`src/rtl/aud_dac_serializer.sv`:
```
// Audio DAC serializer: buffers 16-bit mono samples in a small FIFO and emits
// them MSB-first in left-justified format, duplicated onto both LRCK channels.
module aud_dac_serializer #(
  parameter int BCLK_DIV = 4,
  parameter int DEPTH    = 4
) (
  input  logic                   clk,
  input  logic                   rst_n,
  input  logic                   en,
  input  logic [15:0]            smpl_in,
  input  logic                   smpl_vld,
  output logic                   smpl_rdy,
  output logic                   BCLK,
  output logic                   LRCK,
  output logic                   DAC_DAT,
  output logic                   underrun,
  output logic [$clog2(DEPTH):0] fifo_cnt
);

  localparam int PW = $clog2(DEPTH);
  localparam int CW = PW + 1;
  localparam int DW = $clog2(BCLK_DIV);
  localparam logic [DW-1:0] DIV_MAX = DW'(BCLK_DIV - 1);

  logic [15:0]   mem [DEPTH];
  logic [PW-1:0] wr_ptr_q, wr_ptr_d, rd_ptr_q, rd_ptr_d;
  logic [CW-1:0] fifo_cnt_q, fifo_cnt_d;
  logic [DW-1:0] div_cnt_q, div_cnt_d;
  logic [4:0]    bit_cnt_q, bit_cnt_d;
  logic [15:0]   sample_q, sample_d;
  logic          bclk_q, bclk_d;
  logic          lrck_q, lrck_d;
  logic          dac_q, dac_d;
  logic          underrun_q, underrun_d;
  logic          push, pop;

  assign smpl_rdy = (fifo_cnt_q < CW'(DEPTH));
  assign push     = smpl_vld && smpl_rdy;

  // NOTE: all comb outputs get a default first so no path leaves one unassigned (no latches).
  always_comb begin
    div_cnt_d  = div_cnt_q;
    bclk_d     = bclk_q;
    bit_cnt_d  = bit_cnt_q;
    lrck_d     = lrck_q;
    dac_d      = dac_q;
    sample_d   = sample_q;
    underrun_d = 1'b0;
    pop        = 1'b0;

    if (!en) begin
      // Parking bit_cnt at 31 makes the first falling BCLK after enable a frame start.
      div_cnt_d = '0;
      bclk_d    = 1'b0;
      lrck_d    = 1'b0;
      dac_d     = 1'b0;
      bit_cnt_d = 5'd31;
      sample_d  = '0;
    end else if (div_cnt_q == DIV_MAX) begin
      div_cnt_d = '0;
      bclk_d    = ~bclk_q;
      if (bclk_q) begin
        // NOTE: blocking assignments here let later lines use the freshly computed bit_cnt_d/sample_d.
        bit_cnt_d = bit_cnt_q + 5'd1;
        lrck_d    = bit_cnt_d[4];
        if (bit_cnt_d == 5'd0) begin
          if (fifo_cnt_q != '0) begin
            pop      = 1'b1;
            sample_d = mem[rd_ptr_q];
          end else begin
            sample_d   = '0;
            underrun_d = 1'b1;
          end
        end
        dac_d = sample_d[4'd15 - bit_cnt_d[3:0]];
      end
    end else begin
      div_cnt_d = div_cnt_q + DW'(1);
    end
  end

  always_comb begin
    wr_ptr_d   = push ? wr_ptr_q + PW'(1) : wr_ptr_q;
    rd_ptr_d   = pop  ? rd_ptr_q + PW'(1) : rd_ptr_q;
    fifo_cnt_d = fifo_cnt_q;
    case ({push, pop})
      2'b10:   fifo_cnt_d = fifo_cnt_q + CW'(1);
      2'b01:   fifo_cnt_d = fifo_cnt_q - CW'(1);
      default: fifo_cnt_d = fifo_cnt_q;
    endcase
  end

  // NOTE: state updates use non-blocking assignments so all flops sample pre-edge values.
  always_ff @(posedge clk or negedge rst_n) begin
    if (!rst_n) begin
      wr_ptr_q   <= '0;
      rd_ptr_q   <= '0;
      fifo_cnt_q <= '0;
      div_cnt_q  <= '0;
      bit_cnt_q  <= '0;
      sample_q   <= '0;
      bclk_q     <= 1'b0;
      lrck_q     <= 1'b0;
      dac_q      <= 1'b0;
      underrun_q <= 1'b0;
    end else begin
      wr_ptr_q   <= wr_ptr_d;
      rd_ptr_q   <= rd_ptr_d;
      fifo_cnt_q <= fifo_cnt_d;
      div_cnt_q  <= div_cnt_d;
      bit_cnt_q  <= bit_cnt_d;
      sample_q   <= sample_d;
      bclk_q     <= bclk_d;
      lrck_q     <= lrck_d;
      dac_q      <= dac_d;
      underrun_q <= underrun_d;
    end
  end

  // NOTE: storage is not reset; clearing the pointers and count discards its contents.
  always_ff @(posedge clk) begin
    if (push) mem[wr_ptr_q] <= smpl_in;
  end

  assign BCLK     = bclk_q;
  assign LRCK     = lrck_q;
  assign DAC_DAT  = dac_q;
  assign underrun = underrun_q;
  assign fifo_cnt = fifo_cnt_q;

endmodule

```
`config.mk`:
```
export PLATFORM = sky130hd
export DESIGN_NAME = aud_dac_serializer
export DESIGN_NICKNAME = d
export VERILOG_FILES = /design/src/rtl/aud_dac_serializer.sv
export SDC_FILE = /design/constraint.sdc
export NUM_CORES = 1
export LEC_CHECK = 0
export CAP_MARGIN = 20
export CORE_MARGIN = 3
export CORE_UTILIZATION = 59
export CTS_BUF_LIST = sky130_fd_sc_hd__clkbuf_16
export DETAILED_ROUTE_END_ITERATION = 16
export GPL_TIMING_DRIVEN = 0
export PLACE_DENSITY = 0.8
export REMOVE_ABC_BUFFERS = 1
export SLEW_MARGIN = 40
export SYNTH_ARGS = -nofsm -noshare
export SYNTH_HDL_FRONTEND = slang
export SYNTH_SLANG_ARGS = --single-unit
```
`constraint.sdc`:
```
create_clock -name clk -period 3 [get_ports clk]
set_input_delay 0.9 -clock clk [delete_from_list [all_inputs] [get_ports clk]]
set_output_delay 0.9 -clock clk [all_outputs]
set_load 0.05 [all_outputs]
```
==> reports/metrics.csv, run 1 <==
metric,value,unit
status,"finished, final reports clean",
RSZ-0062 raised after global routing,false,
Die W,91.4,µm
clock root buffer,clkbuf_16,
Max Slew Vio Count,0,
Max Buffers Root-to-Sink,2,
final setup margin,0.201,ns
initial antenna violation count,0,
ANT cells,0,
hold buffers post-CTS,0,
num ports,28,
port bufs,27,
HPWL Detailed,4870,µm
Post-Route Skew,0.00377,ns
Initial DRT Pass Iterations,4,
Synth top area share,44.6,%
power density over cell area,699,nW/µm²
nets@finish,333,
Worst Max-Slew Pin Slew,0.683,ns
number of global-route vias before repair,2539,
fraction of layout cells with a size suffix above 1,17.5,%
Min Hold Slack,0.455,ns
MaxCap Viol Count,0,
cells after synthesis,281,
H-tree Lvls,3,
Die H,91.4,µm
Worst path max stage delay,0.50,ns
Synth async-reset ratio,34.7,%
clock sink count,98,
CP Launch Type,flop,
Synth Flop Type,edfxtp_1,
post-place setup slack,-0.854,ns
maximum vdd drop,531,µV
Ys Warns,0,
final period utilization,93.3,%
vias,2489,
Vias/cell,6.15,
largest net degree at the start of global routing,22,
CP Cell Sequence,"ha_2, nor4_1, and2_2, nor2_4, nor3b_4, ha_1, inv_1, fa_1, xor2_1, nor2_1, xnor2_1",
Fmax,357,MHz
Starting Density,62.0,%
GPL Wtd Cong,0.827,
initial DRC count,239,
"EDFF count, synth",64,
clock slew at reported path FFs,0.07,ns
"Avg Cell Area, Syn",15.3,µm²
Final Critical Period,2.80,ns
DIE AREA,8360,µm²
cts bufs inserted,9,
synthesized cell area,4310,µm²
Fin Setup TNS,0,ns
CTS tree,yes,
ranking of synthesized cells by area,"edfxtp_1 45%, dfrtp_1 20%, mux4_2 8.4%",
Critical-path top delay cell,dfrtp_2,
"Setup violations, final",0,
static leakage,0.00180,µW
Area growth syn-to-layout,14.1,%
WL per Instance,19.1,µm
Fillers,442,
Worst EP required,3.26,ns
WS Path Type,reg -> reg,
Worst Path Arrival,3.06,ns
Cell variety after synth,51,
max_slew headroom,54.5,%
WL final,7730,µm
Synth area leader,edfxtp_1,
first-pass GRT wire length,13100,µm
clock insertion delay at the later pin of the skew report,0.34,ns
#FFs+latches synth,98,
FP Rows,30,
Layout Utilization,70.8,%
Post-route DRC,0,
sequential area share after synthesis,64.4,%
DRT antenna net count,0,
core area,6940,µm²
GRT Util Overall,20.5,%
HP Class,in -> async,
total grt overflow,0,
largest fanout on the critical path,13,
final hold viol count,0,
crit path capture type,flop,
-- per-stage QoR --
stage	area, µm²	power [µW]	cells
3_3_place_gp	4580	2340	387
6_report	4910	3430	405
4_1_cts	4900	3470	405
2_1_floorplan	4190	2150	264
5_1_grt	4910	3590	405
3_5_place_dp	4610	2370	388
-- layout make-up --
cell class / instances / area (µm²) / share of cell area (%)
clock buffer: 9 / 225 / 4.58
clock inverter: 7 / 61.3 / 1.25
inverter: 7 / 26.3 / 0.535
multi-input combinational: 159 / 1400 / 28.5
sequential: 98 / 2780 / 56.5
tap: 96 / 120 / 2.44
timing repair buffer: 29 / 303 / 6.16
-- synthesized netlist by cell type, drive strengths merged (2+ instances only) --
master,n
a32oi,2
o31ai,2
clkbuf,6
or3,3
xor2,6
nor2,5
xnor2,5
and3,4
o211ai,2
buf,11
a21boi,3
a311o,2
a22o,13
nor2b,2
a31oi,6
dfrtp,34
o2111ai,2
a211o,3
ha,8
nand3,8
nand2,25
edfxtp,64
and2,10
o21ai,9
mux4,16
a21oi,6
a311oi,3
inv,7
-- cells in the final DEF (no fill, tap or decap), drive strengths merged, types with 2 or more instances in the layout --
| cell | instances |
|---|---|
| nand3 | 8 |
| o2111ai | 2 |
| clkinv | 2 |
| nand2 | 25 |
| edfxtp | 64 |
| or3 | 3 |
| buf | 3 |
| clkbuf | 9 |
| dfrtp | 34 |
| xnor2 | 5 |
| mux4 | 16 |
| and3 | 4 |
| xor2 | 6 |
| a31oi | 6 |
| and2 | 10 |
| o31ai | 2 |
| nor2 | 5 |
| a21oi | 6 |
| a32oi | 2 |
| inv | 11 |
| clkdlybuf4s50 | 25 |
| a22o | 13 |
| o211ai | 2 |
| a211o | 3 |
| a311oi | 3 |
| a21boi | 3 |
| a311o | 2 |
| nor2b | 2 |
| ha | 8 |
| o21ai | 9 |
-- layer usage --
layer  part of all wire [%]  routed length, µm  GRT usage [%]  vias to the layer above
met5                      0                  0              0                        -
met4                    2.6                202           9.67                        0
met3                    6.1                472           5.63                       18
met2                     49               3810           31.8                       83
met1                     42               3250           27.0                     1265
li1                       -                  -              -                     1123
-- worst max-delay path: cells and delay by family, from the launching register on --
kind	cells	cell delay, ns
adder cells (fa/ha/maj)	3	0.85
flip-flops	1	0.50
AND/OR/NAND/NOR	5	1.04
buffers and inverters	1	0.06
XOR/XNOR	2	0.28
-- report_power, final --
| group | internal (µW) | switching, µW | total, µW |
|---|---|---|---|
| Clock | 579 | 514 | 1090 |
| Sequential | 1620 | 85.1 | 1700 |
| Combinational | 255 | 382 | 637 |
| Total | 2450 | 981 | 3430 |
-- registers in the layout (all words and copies together), names as in the netlist --
register / count
bit_cnt_q: 5
wr_ptr_q: 2
sample_q: 16
LRCK: 1
underrun: 1
fifo_cnt: 3
DAC_DAT: 1
rd_ptr_q: 2
div_cnt_q: 2
BCLK: 1
mem: 64
-- worst paths after layout --
kind / depth (start not counted) / from / slack [ns] / to
max: 11 / bit_cnt_q[0] / 0.20 / fifo_cnt[2]
min: 1 / rst_n / 0.46 / LRCK
max reg2reg: 11 / bit_cnt_q[0] / 0.20 / fifo_cnt[2]
min reg2reg: 1 / div_cnt_q[0] / 0.46 / div_cnt_q[0]
max in group asynchronous: 2 / rst_n / 2.10 / rd_ptr_q[1]
min in group clk: 1 / div_cnt_q[0] / 0.46 / div_cnt_q[0]
-- what timing repair did --
item / 4_1_cts / 5_1_grt
gates resized for setup: 0 / 3
setup buffers: 1 / 0
pin swaps: 1 / 0
endpoints found under the setup margin: 2 / 1
-- cells by family after synthesis --
family | Yosys count | synth area share, %
buf+inv | 24 | 3.23
simple gates | 65 | 8.20
mux | 18 | 8.86
xor+xnor | 11 | 2.24
fa+ha+maj | 9 | 2.79
flops | 98 | 64.4
compound gates | 56 | 10.3
(Power assumes the default switching activity.)
==> run 2: changes to the inputs <==
PLACE_DENSITY = 0.78   (was 0.8)
==> reports/metrics.csv, run 2 (same netlist as run 1, synthesis figures left out) <==
metric,value,unit,change
status,"finished, final reports clean",,
HPWL Detailed,4940,µm,+1.3%
core area,6940,µm²,unchanged
total grt overflow,0,,unchanged
Vias/cell,6.07,,-1.2%
most frequent cells in the layout,"64 x edfxtp_1, 31 x dfrtp_1, 25 x nand2_1, 25 x clkdlybuf4s50_1, 16 x mux4_2",,
clock insertion delay at the later pin of the skew report,0.34,ns,about the same
Largest regs,"mem: 64 flops, sample_q: 16 flops, bit_cnt_q: 5 flops",,
Die H,91.4,µm,unchanged
maximum vdd drop,433,µV,-19%
H-tree Lvls,3,,unchanged
largest net degree at the start of global routing,19,,-14%
Worst EP required,3.26,ns,about the same
CTS tree,yes,,
WS Path Type,reg -> reg,,
Worst Max-Slew Pin Slew,0.677,ns,-0.00636 ns
Worst R2R Setup Slack,0.25,ns,+0.05 ns
num ports,28,,unchanged
Final Critical Period,2.75,ns,-0.0454 ns
MaxCap Viol Count,0,,unchanged
static leakage,0.00180,µW,about the same
power density over cell area,698,nW/µm²,-0.15%
WL per Instance,19.0,µm,-0.32%
"Setup violations, final",0,,unchanged
Post-Route Skew,0.00822,ns,+0.00445 ns
Area growth syn-to-layout,14.2,%,
number of global-route vias before repair,2530,,-0.35%
GPL Wtd Cong,0.849,,+2.7%
clock sink count,98,,unchanged
GRT Util Overall,20.5,%,-0.029 points
min-delay src,div_cnt_q[0],,
initial antenna violation count,0,,unchanged
ANT cells,0,,unchanged
final period utilization,91.8,%,-1.5 points
post-place setup slack,-0.828,ns,+0.0254 ns
initial DRC count,192,,-20%
R2R depth,11,,unchanged
CP Launch Type,flop,,
FP Rows,30,,unchanged
worst r2r dst,fifo_cnt[2],,
Initial DRT Pass Iterations,5,,+1
crit path capture type,flop,,
port bufs,27,,unchanged
Post-route DRC,0,,unchanged
clock slew at reported path FFs,0.07,ns,about the same
R2R Path Start,bit_cnt_q[0],,
final hold viol count,0,,unchanged
Overall Power,3430,µW,about the same
vias,2460,,-1.2%
"most common cell after layout, fill and taps aside",edfxtp_1,,
DRT antenna net count,0,,unchanged
cts bufs inserted,9,,unchanged
nets@finish,333,,unchanged
WL final,7710,µm,-0.32%
Starting Density,62.0,%,unchanged
Hold EP,div_cnt_q[0],,
Biggest register,mem,,
final setup margin,0.247,ns,+0.0454 ns
Die W,91.4,µm,unchanged
Max Slew Vio Count,0,,unchanged
hold buffers post-CTS,0,,unchanged
Max Buffers Root-to-Sink,2,,unchanged
Worst Path Arrival,3.01,ns,-0.05 ns
Largest register FFs,64,,unchanged
largest fanout on the critical path,13,,unchanged
crit path launch,bit_cnt_q[0],,
max_slew headroom,54.9,%,+0.42 points
Fmax,363,MHz,+1.6%
DIE AREA,8360,µm²,unchanged
fraction of layout cells with a size suffix above 1,17.5,%,unchanged
first-pass GRT wire length,13100,µm,-0.31%
clock root buffer,clkbuf_16,,
hold depth,1,,
RSZ-0062 raised after global routing,false,,
HP Class,reg -> reg,,
## run 2: cell count changes in the layout (fill, tap and decap cells not counted), sizes merged
cell / previous run / this run
clkinv: 2 / 1
inv: 11 / 12
## run 2: layout make-up
cell class | instances | area [µm²]
Clock buffer | 9 | 225
Clock inverter | 7 | 60.1
Fill cell | 461 | 2030
Inverter | 7 | 26.3
Multi-Input combinational cell | 159 | 1410
Sequential cell | 98 | 2780
Tap cell | 96 | 120
Timing Repair Buffer | 29 | 303
## run 2: where the power goes
group / switching, µW / leakage (µW) / internal (µW)
Combinational: 380 / 0.000647 / 255
Clock: 519 / 0.000142 / 578
Sequential: 81.9 / 0.00101 / 1620
## run 2: repair_timing
item,CTS,global route
gates resized for setup,0,4
pin swaps,1,0
endpoints found under the setup margin,2,14
setup buffers,1,0
## run 2: how the worst max path moves through the flow
stage / end / slack [ns] / depth (start not counted)
3_3_place_gp: fifo_cnt[2] / -0.85 / 9
3_5_place_dp: fifo_cnt[2] / -0.83 / 9
4_1_cts: fifo_cnt[2] / 0.004 / 9
5_1_grt: fifo_cnt[2] / 0.06 / 11
6_report: fifo_cnt[2] / 0.25 / 11
2_1_floorplan: fifo_cnt[2] / 0.02 / 11
## run 2: worst max-delay path: stages (launching register included)
cell	delay, ns
dfrtp_2	0.50
ha_2	0.27
nor4_2	0.33
and2_2	0.24
nor2_4	0.09
nor3b_4	0.21
ha_1	0.21
inv_1	0.06
fa_1	0.37
xor2_1	0.15
nor2_1	0.11
xnor2_1	0.13
## run 2: routing by layer
metal / wire, µm / global-route usage (%) / vias to the layer above
met3: 356 / 4.72 / 11
li1: - / - / 1123
met4: 137 / 8.17 / 0
met2: 3750 / 32.4 / 76
met1: 3460 / 27.6 / 1250
met5: 0 / 0 / -
## run 2: metrics by stage
stage	utilization (%)	std cells	area, µm²	hold WS [ns]	TNS [ns]
detailed placement	66.4	388	4610	0.440	-1.87
global route	70.8	405	4920	0.469	0
floorplan	-	264	4190	0.409	0
CTS	70.6	405	4900	0.450	0
finish	70.8	405	4920	0.451	0
global placement	66.0	387	4580	0.423	-1.96
==> run 3: changes to the inputs <==
PLACE_DENSITY = 0.8   (was 0.78)
==> results of run 3 <==
The final DEF is identical to that of run 1; final timing and power are the same.
